**src/rtl/fc_matmul_stream_pkg.sv**
```systemverilog
// rtl/fc_matmul_stream_pkg.sv - shared types, widths and saturation for fc_matmul_stream (FC_RELU_EN selects ReLU clamp)
package fc_pkg;

    typedef enum logic [1:0] {
        ST_LOAD,
        ST_COMPUTE,
        ST_DRAIN
    } fc_state_t;

    localparam int FC_N  = 4;
    localparam int FC_DW = 8;
    localparam int FC_OW = 16;

    // Wide enough that N products of two DW-bit operands never wrap.
    function automatic int fc_acc_w(input int dw, input int n);
        return 2 * dw + $clog2(n) + 1;
    endfunction

    function automatic logic signed [63:0] fc_sat(input logic signed [63:0] acc,
                                                  input logic signed [63:0] bias,
                                                  input int ow);
        logic signed [63:0] sum;
        logic signed [63:0] hi;
        logic signed [63:0] lo;
        logic signed [63:0] y;
        sum = acc + bias;
        hi  = (64'sd1 <<< (ow - 1)) - 64'sd1;
        lo  = -hi - 64'sd1;
        if (sum > hi)
            y = hi;
        else if (sum < lo)
            y = lo;
        else
            y = sum;
`ifdef FC_RELU_EN
        if (y < 64'sd0)
            y = '0;
`endif
        return y;
    endfunction

endpackage

```
**src/rtl/fc_matmul_stream_if.sv**
```systemverilog
// rtl/fc_matmul_stream_if.sv - operand load and result drain handshake bundle
interface fc_matmul_stream_if
    import fc_pkg::*;
#(
    parameter int N  = FC_N,
    parameter int DW = FC_DW,
    parameter int OW = FC_OW
);
    logic              in_valid;
    logic              in_ready;
    logic [N*DW-1:0]   w_row;
    logic [N*DW-1:0]   x_row;
    logic [N*DW-1:0]   bias;
    logic              out_valid;
    logic              out_ready;
    logic [N*OW-1:0]   out_row;
    logic              out_last;
    logic              busy;

    modport master (
        output in_valid, w_row, x_row, bias, out_ready,
        input  in_ready, out_valid, out_row, out_last, busy
    );

    modport slave (
        input  in_valid, w_row, x_row, bias, out_ready,
        output in_ready, out_valid, out_row, out_last, busy
    );
endinterface

```
**src/rtl/fc_matmul_stream_mac.sv**
```systemverilog
// rtl/fc_matmul_stream_mac.sv - fc_mac_cell: one signed multiply-accumulate with synchronous clear
module fc_mac_cell #(
    parameter int DW = 8,
    parameter int AW = 19
) (
    input  logic                 clk,
    input  logic                 clr_i,
    input  logic                 en_i,
    input  logic signed [DW-1:0] a_i,
    input  logic signed [DW-1:0] b_i,
    output logic signed [AW-1:0] acc_o
);
    logic signed [2*DW-1:0] prod;
    logic signed [AW-1:0]   acc_q;

    assign prod  = a_i * b_i;
    assign acc_o = acc_q;

    always_ff @(posedge clk) begin
        if (clr_i)
            acc_q <= '0;
        else if (en_i)
            acc_q <= acc_q + AW'(prod);
    end
endmodule

```
**src/rtl/fc_matmul_stream.sv**
```systemverilog
// rtl/fc_matmul_stream.sv - streaming Y = W*X + B engine: load N beats, k-serial MAC array, drain rows
module fc_matmul_stream
    import fc_pkg::*;
#(
    parameter int N  = FC_N,
    parameter int DW = FC_DW,
    parameter int OW = FC_OW
) (
    input  logic                clk,
    input  logic                rst,
    fc_matmul_stream_if.slave   s
);
    localparam int AW = fc_acc_w(DW, N);
    localparam int CW = (N > 1) ? $clog2(N) : 1;

    fc_state_t            state_q;
    logic [CW-1:0]        beat_q, k_q, row_q, drain_idx;
    logic                 in_ready_q, out_valid_q, out_last_q;
    logic [N*OW-1:0]      out_row_q, drain_row;
    logic signed [DW-1:0] w_q [N][N];
    logic signed [DW-1:0] x_q [N][N];
    logic signed [DW-1:0] b_q [N];
    logic signed [AW-1:0] acc_w [N][N];
    logic                 accept, mac_clr, mac_en;

    assign accept  = s.in_valid && in_ready_q;
    assign mac_clr = rst || (accept && beat_q == CW'(N - 1));
    assign mac_en  = (state_q == ST_COMPUTE);

    // Preload the next row on a handshake so consecutive rows leave without a bubble.
    assign drain_idx = out_valid_q ? row_q + CW'(1) : row_q;

    for (genvar i = 0; i < N; i++) begin : gen_row
        for (genvar j = 0; j < N; j++) begin : gen_col
            fc_mac_cell #(.DW(DW), .AW(AW)) u_mac (
                .clk   (clk),
                .clr_i (mac_clr),
                .en_i  (mac_en),
                .a_i   (w_q[i][k_q]),
                .b_i   (x_q[k_q][j]),
                .acc_o (acc_w[i][j])
            );
        end
    end

    for (genvar j = 0; j < N; j++) begin : gen_out
        assign drain_row[j*OW +: OW] = OW'(fc_sat(64'(acc_w[drain_idx][j]), 64'(b_q[j]), OW));
    end

    always_ff @(posedge clk) begin
        if (rst) begin
            state_q     <= ST_LOAD;
            beat_q      <= '0;
            k_q         <= '0;
            row_q       <= '0;
            in_ready_q  <= 1'b0;
            out_valid_q <= 1'b0;
            out_last_q  <= 1'b0;
            out_row_q   <= '0;
        end else begin
            case (state_q)
                ST_LOAD: begin
                    in_ready_q <= 1'b1;
                    if (accept) begin
                        for (int k = 0; k < N; k++) begin
                            w_q[beat_q][k] <= s.w_row[k*DW +: DW];
                            x_q[beat_q][k] <= s.x_row[k*DW +: DW];
                            if (beat_q == '0)
                                b_q[k] <= s.bias[k*DW +: DW];
                        end
                        if (beat_q == CW'(N - 1)) begin
                            beat_q     <= '0;
                            k_q        <= '0;
                            in_ready_q <= 1'b0;
                            state_q    <= ST_COMPUTE;
                        end else begin
                            beat_q <= beat_q + CW'(1);
                        end
                    end
                end
                ST_COMPUTE: begin
                    if (k_q == CW'(N - 1)) begin
                        k_q     <= '0;
                        row_q   <= '0;
                        state_q <= ST_DRAIN;
                    end else begin
                        k_q <= k_q + CW'(1);
                    end
                end
                ST_DRAIN: begin
                    if (!out_valid_q) begin
                        out_valid_q <= 1'b1;
                        out_row_q   <= drain_row;
                        out_last_q  <= (row_q == CW'(N - 1));
                    end else if (s.out_ready) begin
                        if (row_q == CW'(N - 1)) begin
                            out_valid_q <= 1'b0;
                            out_last_q  <= 1'b0;
                            row_q       <= '0;
                            in_ready_q  <= 1'b1;
                            state_q     <= ST_LOAD;
                        end else begin
                            row_q      <= row_q + CW'(1);
                            out_row_q  <= drain_row;
                            out_last_q <= (drain_idx == CW'(N - 1));
                        end
                    end
                end
                default: state_q <= ST_LOAD;
            endcase
        end
    end

    assign s.in_ready  = in_ready_q;
    assign s.out_valid = out_valid_q;
    assign s.out_row   = out_row_q;
    assign s.out_last  = out_last_q;
    assign s.busy      = (state_q != ST_LOAD) || (beat_q != '0);
endmodule

```
**src/flat_wrapper.sv**
```systemverilog
// flat-port wrapper written by rule: the top's interface ports become plain ports
module fc_matmul_stream_flat import fc_pkg::*;
#(
    parameter int N  = FC_N,
    parameter int DW = FC_DW,
    parameter int OW = FC_OW
)
  (clk, rst, s_in_valid, s_w_row, s_x_row, s_bias, s_out_ready, s_in_ready, s_out_valid, s_out_row, s_out_last, s_busy);
  fc_matmul_stream_if #(.N(N), .DW(DW), .OW(OW)) s_i ();
  input  logic clk;
  input  logic rst;
  input wire logic [$bits(s_i.in_valid)-1:0] s_in_valid;
  input wire logic [$bits(s_i.w_row)-1:0] s_w_row;
  input wire logic [$bits(s_i.x_row)-1:0] s_x_row;
  input wire logic [$bits(s_i.bias)-1:0] s_bias;
  input wire logic [$bits(s_i.out_ready)-1:0] s_out_ready;
  output wire logic [$bits(s_i.in_ready)-1:0] s_in_ready;
  output wire logic [$bits(s_i.out_valid)-1:0] s_out_valid;
  output wire logic [$bits(s_i.out_row)-1:0] s_out_row;
  output wire logic [$bits(s_i.out_last)-1:0] s_out_last;
  output wire logic [$bits(s_i.busy)-1:0] s_busy;
  assign s_i.in_valid = s_in_valid;
  assign s_i.w_row = s_w_row;
  assign s_i.x_row = s_x_row;
  assign s_i.bias = s_bias;
  assign s_i.out_ready = s_out_ready;
  assign s_in_ready = s_i.in_ready;
  assign s_out_valid = s_i.out_valid;
  assign s_out_row = s_i.out_row;
  assign s_out_last = s_i.out_last;
  assign s_busy = s_i.busy;
  fc_matmul_stream #(.N(N), .DW(DW), .OW(OW)) u_core (.clk(clk), .rst(rst), .s(s_i));
endmodule
```
**config.mk**
```make
export PLATFORM = sky130hd
export DESIGN_NAME = fc_matmul_stream_flat
export DESIGN_NICKNAME = d
export VERILOG_FILES = /design/src/rtl/fc_matmul_stream_pkg.sv /design/src/rtl/fc_matmul_stream_if.sv /design/src/rtl/fc_matmul_stream_mac.sv /design/src/rtl/fc_matmul_stream.sv /design/src/flat_wrapper.sv
export SDC_FILE = /design/constraint.sdc
export NUM_CORES = 2
export LEC_CHECK = 0
export BUFFER_PORTS_ARGS = -buffer_cell sky130_fd_sc_hd__buf_2
export CORE_MARGIN = 5
export CORE_UTILIZATION = 40
export CTS_CLUSTER_SIZE = 40
export DETAILED_ROUTE_END_ITERATION = 16
export GPL_TIMING_DRIVEN = 0
export SLEW_MARGIN = 5
export SYNTH_ARGS = -nofsm -noshare
export SYNTH_HDL_FRONTEND = slang
export SYNTH_SLANG_ARGS = --single-unit
```
**constraint.sdc**
```tcl
create_clock -name clk -period 11.2 [get_ports clk]
set_clock_uncertainty 0.2 [all_clocks]
set_input_delay 0.56 -clock clk [delete_from_list [all_inputs] [get_ports clk]]
set_output_delay 0.56 -clock clk [all_outputs]
set_load 0.02 [all_outputs]
```
==> impl_metrics.py <==
metrics = {
    "die": {
        "io_pins": 168,
        "rows": 166,
        "die_w_um": 464,
        "core-area_um2": 205000,
        "die_area_um2": 215000,
        "fp.dieH_um": 464,
        "initial_utilization_pct": 40.2,
    },
    "final_layout": {
        "syn_to_final_growth_pct": 11.8,
        "nNetsFinal": 11236,
        "drive_gt1_share_pct": 7.71,
        "final_core_util_pct": 45.0,
        "final_cell_mix": "1526 x inv_1, 1348 x fa_1, 1025 x nand2_1, 839 x nor2_1, 786 x ha_1",
        "layout_commonest_cell": "inv_1",
    },
    "run_status": {
        "status": "complete, but fails checks",
        "violations": "capacitance limit, slew limit",
    },
    "worst_setup_path": {
        "arrival_ns": 10.83,
        "path_max_fanout": 10,
        "end_kind": "register",
        "crit_path_start_kind": "register",
        "critPathMaxStageDelay_ns": 1.07,
        "crit_type": "register to register",
        "critical_path_required_ns": 11.72,
        "critPathSlowestCell": "o21a_1",
    },
    "routing": {
        "drc": 0,
        "antenna_left": 0,
        "drt-initial-drc-count": 6499,
        "dr.pass1.iters": 6,
        "drt-vias-per-instance": 5.55,
        "wl_per_cell_um": 27.9,
        "vias": 65512,
        "drt_wl_total_mm": 329,
    },
    "sta": {
        "grt_setup_unrepaired": "false",
        "slew_violations": 62,
        "finalSetupTns_ns": 0,
        "fin_hold_ws_ns": 0.0909,
        "hold_viol_final": 0,
        "setup_viol": 0,
        "slew_headroom_pct": -3.10,
        "fin_ws_ns": 0.894,
        "fmax_ghz": 0.0970,
        "period_minus_slack_ns": 10.31,
        "worstMarginPinSlew_ns": 1.55,
        "min_period_over_period_pct": 92.0,
    },
    "cts": {
        "clock_path_buffers": 3,
        "clock_latency_ns": 0.82,
        "clk_pin_slew_worst_paths_ns": 0.06,
        "cts_setup_buffers": 0,
        "clock_sinks": 669,
        "htreeDepth": 3,
        "cts_tree": "done",
        "numCtsBuffers": 88,
        "root_buffer": "clkbuf_16",
    },
    "global_route": {
        "grt_pass1_wl_mm": 469,
        "busiest_layer": "met2",
        "met3_usage_pct": 11.0,
        "grtUsageTotal_pct": 30.4,
        "antenna_found_initial": 42,
        "grt_pass1_vias": 67373,
        "met1_usage_pct": 38.2,
        "grt_overflow": 0,
        "met2_usage_pct": 44.5,
        "grt_max_degree": 52,
    },
    "pwr": {
        "cellPowerDensity_nw_per_um2": 108,
        "power_leakage_nw": 42.3,
        "ir_drop_v": 0.000125,
    },
    "synthesis": {
        "syn_nets": 10825,
        "synth_edf_count": 288,
        "avgSynthCellArea_um2": 9.59,
        "yosys_warnings": 0,
        "syn_inst": 8591,
        "synth_async_sr_flop_share_pct": 0,
        "yosysTopAreaCell": "fa_1",
        "yosys_register_bits": 669,
        "synth_ff_type": "dfxtp_1",
        "yosysSeqAreaShare_pct": 19.8,
        "yosysTopAreaCellShare_pct": 32.7,
        "yosysUniqueCellTypes": 80,
        "synth_area_leaders": "fa_1 33%, ha_1 12%, edfxtp_1 10%, dfxtp_1 9.3%, inv_1 7.0%",
        "synth.cell_area_um2": 82400,
    },
    "worst_hold_path": {
        "hold_class": "primary input to register",
    },
    "placed_design": {
        "hpwlAfterDp_mm": 258,
        "portBuffers": 166,
        "gp_congestion": 1.03,
        "dp_slack_ns": 1.25,
    },
    "run": {
        "maxCapViolations": 7,
    },
}
==> sequential cells by signal, summed over array words and instances, names as in the netlist, named ones only <==
name                                flops
u_core.s.out_valid                      1
u_core.b_q                             32
u_core.gen_row.gen_col.u_mac.acc_o    304
u_core.s.in_ready                       1
u_core.row_q                            2
u_core.state_q                          2
u_core.s.out_row                       64
u_core.s.out_last                       1
u_core.x_q                            128
u_core.beat_q                           2
u_core.w_q                            128
u_core.k_q                              2
==> cell families after synthesis <==
| logic type | after synthesis | synth area share (%) |
|---|---|---|
| compound gates | 1050 | 7.88 |
| xor+xnor | 317 | 3.38 |
| fa+ha+maj | 2134 | 44.7 |
| buf+inv | 1871 | 8.57 |
| flops | 669 | 19.8 |
| mux | 208 | 3.86 |
| simple gates | 2342 | 11.9 |
==> worst paths after layout <==
| path | from | depth (start not counted) | to | slack, ns |
|---|---|---|---|---|
| min reg2reg | u_core.s.out_row[32] | 2 | u_core.s.out_row[32] | 0.25 |
| min | s_in_valid | 4 | u_core.beat_q[0] | 0.09 |
| max | u_core.k_q[0] | 28 | u_core.gen_row[3].gen_col[2].u_mac.acc_o[18] | 0.89 |
| max reg2reg | u_core.k_q[0] | 28 | u_core.gen_row[3].gen_col[2].u_mac.acc_o[18] | 0.89 |
==> cells in the mapped netlist (7+ instances only) <==
master / instances
nand3_1: 75
mux2i_1: 67
fa_1: 1348
nand2_1: 1026
o21a_1: 85
nor2_1: 851
o31ai_1: 12
a21o_1: 61
nand2b_1: 35
nor3_1: 112
a2111oi_0: 11
and3_1: 23
or3_1: 39
a21oi_1: 435
buf_1: 40
ha_1: 786
a21boi_0: 7
xor2_1: 49
edfxtp_1: 288
o21ai_0: 136
o41ai_1: 9
o21bai_1: 15
clkbuf_1: 291
o22ai_1: 10
nand4_1: 9
or2_2: 36
o21ai_1: 61
nor2b_1: 39
inv_1: 1526
and2_1: 44
mux2_2: 59
nor3b_1: 15
a211oi_1: 108
xnor2_1: 267
o211ai_1: 16
nand3b_1: 21
a211o_1: 21
a31oi_1: 13
dfxtp_1: 381
mux4_2: 82
==> area by class of cell <==
type,instances,area (µm²)
fill,19663,113000
multi-input combinational,6051,59300
sequential,669,16300
inverter,1530,5740
tap,2688,3360
timing repair buffer,321,2850
clock buffer,97,2270
buffer,341,1410
clock inverter,65,851
antenna,43,108
==> report_power, final <==
part           leakage [nW]  total [W]  internal, W  switching, W
Combinational          35.1    0.00426      0.00185       0.00241
Sequential             5.67    0.00257      0.00256    0.00000992
Clock                  1.48    0.00314      0.00175       0.00139
Total                  42.3    0.00997      0.00616       0.00381
==> critical path: cells and delay by family (launching register included) <==
kind | cells | cell delay (ns)
AOI/OAI and AO/OA | 7 | 2.84
xor gates and xnor gates | 1 | 0.25
adders and majority gates | 7 | 2.68
buffers and inverters | 7 | 2.46
DFF | 1 | 0.40
muxes | 1 | 0.27
and+or+nand+nor | 5 | 1.08
==> through the flow <==
step / instance area (µm²) / std cells / total power (W)
2_1_floorplan: 82400 / 8591 / 0.00578
3_3_place_gp: 86600 / 11445 / 0.00666
3_5_place_dp: 87900 / 11503 / 0.00675
4_1_cts: 92000 / 11762 / 0.00996
5_1_grt: 92000 / 11769 / 0.0106
6_report: 92100 / 11805 / 0.00997
==> timing repair <==
item | 4_1_cts | 5_1_grt
gates resized for setup | 0 | 0
hold buffers | 97 | 0
endpoints found under the hold margin | 290 | 0
==> metal layers <==
metal	vias up	wire length, µm
met4	22	24400
met2	3371	138000
met1	33154	127000
li1	28140	-
met3	825	39000
met5	-	160
Power figures use the tool's default switching activity.
